File: src/rtl/processor_mc.sv
// Multi-cycle RV32I-subset core: FETCH/EXEC/MEM/WB sequencing with valid/ready fetch,
// req/ack data memory, BNE, immediate logic ops, illegal-opcode flag and retire counter.
module processor_mc #(
    parameter int              XLEN       = 32,
    parameter int              ADDR_WIDTH = 4,
    parameter int              NUM_REGS   = 32,
    parameter int              PC_STEP    = 1,
    parameter logic [XLEN-1:0] RESET_PC   = '0
) (
    input  logic                  clock,
    input  logic                  rst,
    input  logic                  instr_valid,
    output logic                  instr_ready,
    input  logic [31:0]           instruction,
    output logic [XLEN-1:0]       current_PC,
    output logic                  mem_req,
    output logic                  mem_we,
    input  logic                  mem_ack,
    output logic [ADDR_WIDTH-1:0] address,
    output logic [XLEN-1:0]       mem_write_data,
    input  logic [XLEN-1:0]       mem_read_data,
    output logic                  illegal,
    output logic [31:0]           retired
);

    localparam int RW = (NUM_REGS > 1) ? $clog2(NUM_REGS) : 1;

    localparam logic [6:0] OP_R  = 7'b0110011;
    localparam logic [6:0] OP_I  = 7'b0010011;
    localparam logic [6:0] OP_LD = 7'b0000011;
    localparam logic [6:0] OP_ST = 7'b0100011;
    localparam logic [6:0] OP_BR = 7'b1100011;

    typedef enum logic [1:0] {S_FETCH, S_EXEC, S_MEM, S_WB} state_t;

    state_t                  state_q;
    logic [31:0]             ir_q;
    logic [XLEN-1:0]         pc_q;
    logic [XLEN-1:0]         alu_q;
    logic [XLEN-1:0]         ld_q;
    logic                    taken_q;
    logic                    wen_q;
    logic                    load_q;
    logic                    illegal_q;
    logic [31:0]             retired_q;
    logic                    mem_req_q;
    logic                    mem_we_q;
    logic [ADDR_WIDTH-1:0]   addr_q;
    logic [XLEN-1:0]         wdata_q;
    logic [XLEN-1:0]         regs_q [NUM_REGS];

    logic [6:0]              opcode;
    logic [2:0]              funct3;
    logic [RW-1:0]           rd;
    logic [RW-1:0]           rs1;
    logic [RW-1:0]           rs2;
    logic [XLEN-1:0]         rs1_val;
    logic [XLEN-1:0]         rs2_val;
    logic signed [XLEN-1:0]  imm_i;
    logic signed [XLEN-1:0]  imm_s;
    logic signed [XLEN-1:0]  imm_b;
    logic signed [XLEN-1:0]  b_off;
    logic [XLEN-1:0]         alu_d;
    logic                    taken_d;
    logic [XLEN-1:0]         pc_d;

    function automatic logic is_legal(input logic [31:0] ins);
        logic [6:0] op;
        logic [2:0] f3;
        logic [6:0] f7;
        op = ins[6:0];
        f3 = ins[14:12];
        f7 = ins[31:25];
        case (op)
            OP_R:         is_legal = (f3 == 3'b000 && (f7 == 7'h00 || f7 == 7'h20)) ||
                                     ((f3 == 3'b111 || f3 == 3'b110) && f7 == 7'h00);
            OP_I:         is_legal = (f3 == 3'b000 || f3 == 3'b111 || f3 == 3'b110);
            OP_LD, OP_ST: is_legal = (f3 == 3'b010);
            OP_BR:        is_legal = (f3 == 3'b000 || f3 == 3'b001);
            default:      is_legal = 1'b0;
        endcase
    endfunction

    assign opcode  = ir_q[6:0];
    assign funct3  = ir_q[14:12];
    assign rd      = ir_q[7 +: RW];
    assign rs1     = ir_q[15 +: RW];
    assign rs2     = ir_q[20 +: RW];
    assign rs1_val = regs_q[rs1];
    assign rs2_val = regs_q[rs2];

    assign imm_i = {{(XLEN-12){ir_q[31]}}, ir_q[31:20]};
    assign imm_s = {{(XLEN-12){ir_q[31]}}, ir_q[31:25], ir_q[11:7]};
    assign imm_b = {{(XLEN-13){ir_q[31]}}, ir_q[31], ir_q[7], ir_q[30:25], ir_q[11:8], 1'b0};
    // Word-indexed PCs count instructions, so the byte offset is scaled down by 4.
    assign b_off = (PC_STEP == 4) ? imm_b : (imm_b >>> 2);

    always_comb begin
        alu_d   = '0;
        taken_d = 1'b0;
        case (opcode)
            OP_R: begin
                case (funct3)
                    3'b000:  alu_d = ir_q[30] ? (rs1_val - rs2_val) : (rs1_val + rs2_val);
                    3'b111:  alu_d = rs1_val & rs2_val;
                    3'b110:  alu_d = rs1_val | rs2_val;
                    default: alu_d = '0;
                endcase
            end
            OP_I: begin
                case (funct3)
                    3'b000:  alu_d = rs1_val + $unsigned(imm_i);
                    3'b111:  alu_d = rs1_val & $unsigned(imm_i);
                    3'b110:  alu_d = rs1_val | $unsigned(imm_i);
                    default: alu_d = '0;
                endcase
            end
            OP_LD:   alu_d = rs1_val + $unsigned(imm_i);
            OP_ST:   alu_d = rs1_val + $unsigned(imm_s);
            OP_BR:   taken_d = funct3[0] ? (rs1_val != rs2_val) : (rs1_val == rs2_val);
            default: alu_d = '0;
        endcase
    end

    assign pc_d = taken_q ? (pc_q + $unsigned(b_off)) : (pc_q + XLEN'(PC_STEP));

    always_ff @(posedge clock or negedge rst) begin
        if (!rst) begin
            state_q   <= S_FETCH;
            ir_q      <= '0;
            pc_q      <= RESET_PC;
            alu_q     <= '0;
            ld_q      <= '0;
            taken_q   <= 1'b0;
            wen_q     <= 1'b0;
            load_q    <= 1'b0;
            illegal_q <= 1'b0;
            retired_q <= '0;
            mem_req_q <= 1'b0;
            mem_we_q  <= 1'b0;
            addr_q    <= '0;
            wdata_q   <= '0;
            for (int i = 0; i < NUM_REGS; i++) begin
                regs_q[i] <= '0;
            end
        end else begin
            illegal_q <= 1'b0;
            case (state_q)
                S_FETCH: begin
                    if (instr_valid) begin
                        ir_q      <= instruction;
                        illegal_q <= !is_legal(instruction);
                        state_q   <= S_EXEC;
                    end
                end
                S_EXEC: begin
                    // illegal_q still holds this instruction's decode verdict here.
                    alu_q   <= alu_d;
                    taken_q <= taken_d && !illegal_q;
                    load_q  <= (opcode == OP_LD);
                    wen_q   <= !illegal_q && (rd != '0) &&
                               (opcode == OP_R || opcode == OP_I || opcode == OP_LD);
                    if (!illegal_q && (opcode == OP_LD || opcode == OP_ST)) begin
                        mem_req_q <= 1'b1;
                        mem_we_q  <= (opcode == OP_ST);
                        addr_q    <= alu_d[ADDR_WIDTH-1:0];
                        wdata_q   <= rs2_val;
                        state_q   <= S_MEM;
                    end else begin
                        state_q   <= S_WB;
                    end
                end
                S_MEM: begin
                    if (mem_ack) begin
                        mem_req_q <= 1'b0;
                        if (!mem_we_q) begin
                            ld_q <= mem_read_data;
                        end
                        state_q   <= S_WB;
                    end
                end
                S_WB: begin
                    if (wen_q) begin
                        regs_q[rd] <= load_q ? ld_q : alu_q;
                    end
                    pc_q      <= pc_d;
                    retired_q <= retired_q + 32'd1;
                    state_q   <= S_FETCH;
                end
                default: state_q <= S_FETCH;
            endcase
        end
    end

    // Gated with rst so ready drops the moment reset is asserted.
    assign instr_ready    = (state_q == S_FETCH) && rst;
    assign current_PC     = pc_q;
    assign mem_req        = mem_req_q;
    assign mem_we         = mem_we_q;
    assign address        = addr_q;
    assign mem_write_data = wdata_q;
    assign illegal        = illegal_q;
    assign retired        = retired_q;

endmodule
File: config.mk
export PLATFORM = sky130hd
export DESIGN_NAME = processor_mc
export DESIGN_NICKNAME = d
export VERILOG_FILES = /design/src/rtl/processor_mc.sv
export SDC_FILE = /design/constraint.sdc
export NUM_CORES = 2
export LEC_CHECK = 0
export CAP_MARGIN = 40
export CORE_UTILIZATION = 55
export DETAILED_ROUTE_END_ITERATION = 8
export PLACE_DENSITY = 0.83
export SYNTH_ARGS = -nofsm -noshare
export SYNTH_HDL_FRONTEND = slang
export SYNTH_SLANG_ARGS = --single-unit
File: constraint.sdc
create_clock -name clock -period 14.8 [get_ports clock]
set_input_delay 1.48 -clock clock [delete_from_list [all_inputs] [get_ports clock]]
set_output_delay 1.48 -clock clock [all_outputs]
set_load 0.01 [all_outputs]
== Word level (Yosys, flattened, before mapping) ==
Index checks and enable logic that the tools add are counted.
Operators by class
  shifts and indexed selects: 0
  div/mod/pow operators: 0
  order comparisons: 4
  mux-type cells: 29
  $add $sub $neg: 7
  reduce and logical (&&, ||, !) cells: 32
  $mul: 0
  equal/unequal tests: 25
  bitwise gates (word level): 8
Operators with widths (number)
  1024-bit bitwise mux: 1
  32-bit binary-select mux with 5-bit select: 2
  32-bit 2-to-1 mux: 8
  32-bit one-hot mux with 3 select lines: 2
  32-bit demux with 5-bit select: 1
  32-bit adder: 4
  32-bit one-hot mux with 4 select lines: 1
  32-bit by 1-bit adder with 32-bit output (second input constant): 2
  32-bit AND: 2
  32-bit OR: 2
  7-bit by 6-bit equality test with 1-bit output (second input constant): 5
  32-bit equality test: 1
  32-bit != test: 1
  32-bit subtractor: 1
  6-bit >= comparator (second input constant): 3
  5-bit inverter with 6-bit output: 3
  7-bit by 2-bit equality test with 1-bit output (second input constant): 2
  7-bit by 5-bit equality test with 1-bit output (second input constant): 2
  7-bit equality test (second input constant): 2
  3-bit equality test (second input constant): 4
  1-bit logical OR: 9
  1-bit 2-to-1 mux: 9
  1-bit logical AND: 8
  2-bit one-hot mux with 4 select lines: 1
  19 further kinds: 29
Storage, ports and cells
  output and inout port bits: 104
  RAM bits: 0
  latch bits: 0
  bits in registers: 1228
  bits of input ports: 68
  memories: 0
  word-level logic and storage cells: 151
  ROM bits: 0

== Longest topological paths before layout ==
  depth in word-level cells: 10
  gate-level depth with buffers: 19
  mapped depth without buffers: 16

== Worst setup path before layout ==
Ideal clock, no wire load.
  kind: register -> register
  start point: register ir_q[15]
  end point: register alu_q[24]
  data required time: 14.674 ns
  stages on the path, launching flop included: 19
  path buffers: 3
  arrival: 5.415 ns
  clock period less this slack: 5.541 ns
  library setup time: 0.126 ns
  slack: 9.259 ns
  path through: dfrtp_1 -> clkbuf_1 -> clkbuf_1 -> buf_1 -> mux4_2 -> mux4_2 -> mux2i_1 -> inv_1 -> ha_1 -> fa_1 -> a21oi_2 -> o21bai_2 -> a2111oi_2 -> nor4_1 -> or4_4 -> a311oi_1 -> or4_1 -> a21oi_1 -> o32a_1
On the way
  word-level cells in the longest chain between the ends: 8
  elaborated cells on any way between the ends: 16
  classes of those cells: add/sub: 4; mux: 7; bitwise: 5
Ends and longest elaborated chain
  start: declaration: RTL line 37  | logic [31:0] ir_q;
  start signal: assignment: RTL line 151  | ir_q <= instruction;
  5-bit inverter with 6-bit output (not written as such) (*): RTL line 89  | assign rs1_val = regs_q[rs1];
  32-bit binary-select mux with 5-bit select (*): RTL line 89
  32-bit 2-to-1 mux (not written as such) (*) (2 in series): RTL line 89
  32-bit adder or 32-bit subtractor (tied branches): RTL line 104  | 3'b000: alu_d = ir_q[30] ? (rs1_val - rs2_val) : (rs1_val + rs2_val);
  32-bit 2-to-1 mux: RTL line 104
  32-bit one-hot mux with 3 select lines: RTL line 103  | case (funct3)
  32-bit one-hot mux with 4 select lines (*): RTL line 101  | case (opcode)
  end signal: assignment: RTL line 158  | alu_q <= alu_d;
  end: declaration: RTL line 39  | logic [XLEN-1:0] alu_q;
Mark *: on every way between the ends. The rest lies on a longest branch, timed or not. The select of a mux whose other input is x is not followed.
A chain may end at the register's enable or synchronous reset.

== Worst setup path in the final report ==
  start point: register ir_q[21]
  end point: register alu_q[31]
On the way
  word-level cells in the longest chain between the ends: 8
  elaborated cells on any way between the ends: 13
  classes of those cells: add/sub: 3; mux: 7; bitwise: 3
Ends and longest elaborated chain
  5-bit inverter with 6-bit output (not written as such): RTL line 90  | assign rs2_val = regs_q[rs2];
  32-bit binary-select mux with 5-bit select: RTL line 90
  32-bit 2-to-1 mux (not written as such) (2 in series): RTL line 90
  32-bit adder or 32-bit subtractor (tied branches): RTL line 104
  32-bit 2-to-1 mux: RTL line 104
  32-bit one-hot mux with 3 select lines: RTL line 103
  32-bit one-hot mux with 4 select lines (*): RTL line 101
Marked as above.

==> flow_metrics.py <==
metrics = {
    "setup_path": {
        "worstPathCellList": "buf_4 > buf_4 > mux4_2 > mux4_2 > mux2i_1 > ha_1 > nor2_1 > nand2_1 > or2_2 > a211oi_1 > nor2_1 > o31a_1 > a2111oi_0 > a211oi_1",
        "worstPathRequired_ps": 15440,
        "critPathKind": "reg -> reg",
        "start_kind": "flop",
        "critPathMaxStageDelay_ps": 970,
        "cp_slowest_cell": "dfrtp_4",
        "cp_max_fo": 54,
        "endpoint_kind": "flop",
        "cp_top_family": "multiplexers",
        "cp_data_arrival_time_ps": 8090,
        "critPathBufInv": 2,
    },
    "route": {
        "first_pass_iters": 8,
        "drt_iter0_markers": 8923,
        "postRouteAntennaNets": 0,
        "post_drt_wl_per_cell_um": 29.4,
        "via_count": 58470,
        "wl_mm": 241,
        "drc_errors": 0,
        "vias_per_cell": 7.14,
    },
    "pwr": {
        "p_clk_frac": 0.256,
        "power.switching_uw": 5110,
        "combPwrFrac": 0.404,
        "switching_share": 0.398,
        "power_density_nw_per_um2": 163,
        "p_int_uw": 7730,
        "ir_drop_mv": 0.144,
        "p_seq_frac": 0.340,
        "p_leak_uw": 0.0343,
    },
    "cts": {
        "post_cts_buffers": 0,
        "cts.hold.buffers_added": 0,
        "post_cts_resized": 0,
        "numCtsBuffers": 119,
        "htreeDepth": 3,
        "cts_tree": "built",
        "clk-insertion-delay-late_ps": 770,
        "clock_sink_count": 1228,
        "cts.reportedPaths.clkPinSlew_ps": 70,
        "cts.path.max_buffers": 3,
        "cts-root-buf": "clkbuf_16",
    },
    "floorplanning": {
        "die_h_um": 359,
        "start_util": 0.556,
        "coreArea_sq_um": 126000,
        "row_count": 130,
        "die_x_um": 359,
        "dieArea_sq_um": 129000,
        "boundaryPins": 172,
    },
    "placed_design": {
        "dpl.cell_count": 7958,
        "io_buffers": 171,
        "dpl.hpwl_mm": 150,
        "gp_congestion": 0.971,
        "place_ws_ps": 7460,
    },
    "sta": {
        "tightest_slew_ps": 1140,
        "rsz0062_at_grt": "false",
        "finalSetupTns_ps": 0,
        "period_needed_ps": 7450,
        "max_freq_ghz": 0.134,
        "setup_violations": 0,
        "worst_clock_skew_ps": 35.0,
        "period_share": 0.503,
        "slew_viol_final": 0,
        "slew_headroom": 0.239,
        "hold_viol": 0,
        "layout_setup_ws_ps": 7350,
    },
    "yosys": {
        "synthTopCellsByCount": "1,228 x dfrtp_1, 885 x a21oi_1, 855 x nor2_1",
        "yosysMostFrequentCell": "dfrtp_1",
        "ys_warn_count": 0,
        "synth_flop_cell": "dfrtp_1",
        "syn-cell-area_sq_um": 70100,
        "yosysUniqueCellTypes": 91,
        "netlist_instances": 6508,
        "yosysTopAreaCell": "dfrtp_1",
        "ys_ff_latch": 1228,
        "synth_edf_count": 0,
        "synth.area.top_cells": "dfrtp_1 44%, mux4_2 21%, a21oi_1 6.3%",
        "syn_avg_cell_area_sq_um": 10.8,
        "synthesis.nets": 6782,
        "ys_async_sr_fraction": 1.00,
        "seq_area_frac_synth": 0.438,
        "yosysTopAreaCellShare": 0.438,
    },
    "global_route": {
        "track_usage": 0.373,
        "antenna_found_initial": 7,
        "grt_overflow": 0,
        "grt_pass1_vias": 59835,
        "grt_max_degree": 188,
        "grt_pass1_wl_mm": 365,
    },
    "job": {
        "max_cap_viol_count": 0,
    },
    "final_layout": {
        "drive_gt1_frac": 0.188,
        "final_cells": 8186,
        "nFillCells": 8967,
        "syn_to_final_growth_pct": 12.1,
        "final_nets": 6708,
    },
    "outcome": {
        "status": "finished clean",
    },
    "hold_path": {
        "hold_class": "reg -> reg",
    },
}
-- power groups by stage --
| stage | clock network, uW | registers (uW) | logic [uW] |
|---|---|---|---|
| floorplan | 0 | 4070 | 3560 |
| global placement | 0 | 4380 | 4830 |
| detailed placement | 0 | 4380 | 5020 |
| CTS | 3290 | 4330 | 5060 |
| global route | 3420 | 4400 | 5460 |
| finish | 3280 | 4370 | 5190 |
-- per-stage QoR --
stage                util  hold WS [ps]  instance area [sq um]  power, uW
floorplan               -           450                  70100       7630
global placement    0.581           456                  73200       9210
detailed placement  0.591           462                  74500       9400
CTS                 0.624           472                  78600      12700
global route        0.624           485                  78700      13300
finish              0.624           470                  78700      12800
-- worst paths after layout --
kind,startpoint,end,slack [ps],cells past startpoint
setup / recovery,ir_q[21]$_DFFE_PN0P_,alu_q[31]$_DFFE_PN0P_,7350,14
hold / removal,retired[31]$_DFFE_PN0N_,retired[31]$_DFFE_PN0N_,470,1
setup reg to reg,ir_q[21]$_DFFE_PN0P_,alu_q[31]$_DFFE_PN0P_,7350,14
hold reg to reg,retired[31]$_DFFE_PN0N_,retired[31]$_DFFE_PN0N_,470,1
max in group asynchronous,rst,regs_q[152]$_DFFE_PN0P_,10230,5
min in group asynchronous,rst,retired[8]$_DFFE_PN0N_,700,1
-- registers in the layout, indices dropped and copies added, names as in the netlist, 4 cells and up --
register	flops
mem_write_data	32
address	4
retired	32
regs_q	1024
alu_q	32
ir_q	32
ld_q	32
current_PC	32
-- worst reg2reg max path, stage by stage, from the launching register on --
cell and delay [ps]:
dfrtp_4 970, buf_4 830, buf_4 880, mux4_2 490, mux4_2 490, mux2i_1 780
ha_1 520, nor2_1 240, nand2_1 290, or2_2 440, a211oi_1 500, nor2_1 150
o31a_1 310, a2111oi_0 370, a211oi_1 80
-- cell families after synthesis --
| group | count (synthesis) | synth area share |
|---|---|---|
| flops | 1228 | 0.438 |
| xor+xnor | 92 | 0.0115 |
| mux | 819 | 0.232 |
| compound gates | 1773 | 0.143 |
| fa+ha+maj | 206 | 0.0373 |
| buf+inv | 707 | 0.0379 |
| simple gates | 1683 | 0.0997 |
-- cell usage in the layout (no fill, tap or decap), drive strengths merged, types with 30 or more instances in the layout --
cell and instances:
mux4 640, inv 152, xnor2 66, dfrtp 1228, nor3 47, a21oi 886, nand2 548, mux2i 100
mux2 79, buf 191, clkbuf 170, nand3 41, nor2 855, clkdlybuf4s50 170, o21bai 33, a21o 46
ha 201, clkinv 30, o21ai 520
-- routing by layer --
| metal | GRT usage | up-vias | part of all wire |
|---|---|---|---|
| li1 | - | 23661 | - |
| met1 | 0.471 | 28743 | 0.34 |
| met2 | 0.563 | 4768 | 0.45 |
| met3 | 0.123 | 1292 | 0.14 |
| met4 | 0.219 | 6 | 0.070 |
| met5 | 0 | - | 0.00019 |
-- area by class of cell --
| class | count | area [sq um] | share of cell area |
|---|---|---|---|
| tap | 1650 | 2060 | 0.0262 |
| multi-input combinational | 4573 | 37100 | 0.472 |
| inverter | 148 | 561 | 0.00713 |
| clock buffer | 167 | 3460 | 0.0440 |
| antenna | 2 | 5.00 | 0.0000636 |
| timing repair buffer | 364 | 4010 | 0.0509 |
| sequential | 1228 | 30800 | 0.391 |
| clock inverter | 54 | 709 | 0.00902 |
No activity file was read; power rests on OpenSTA's default activity.
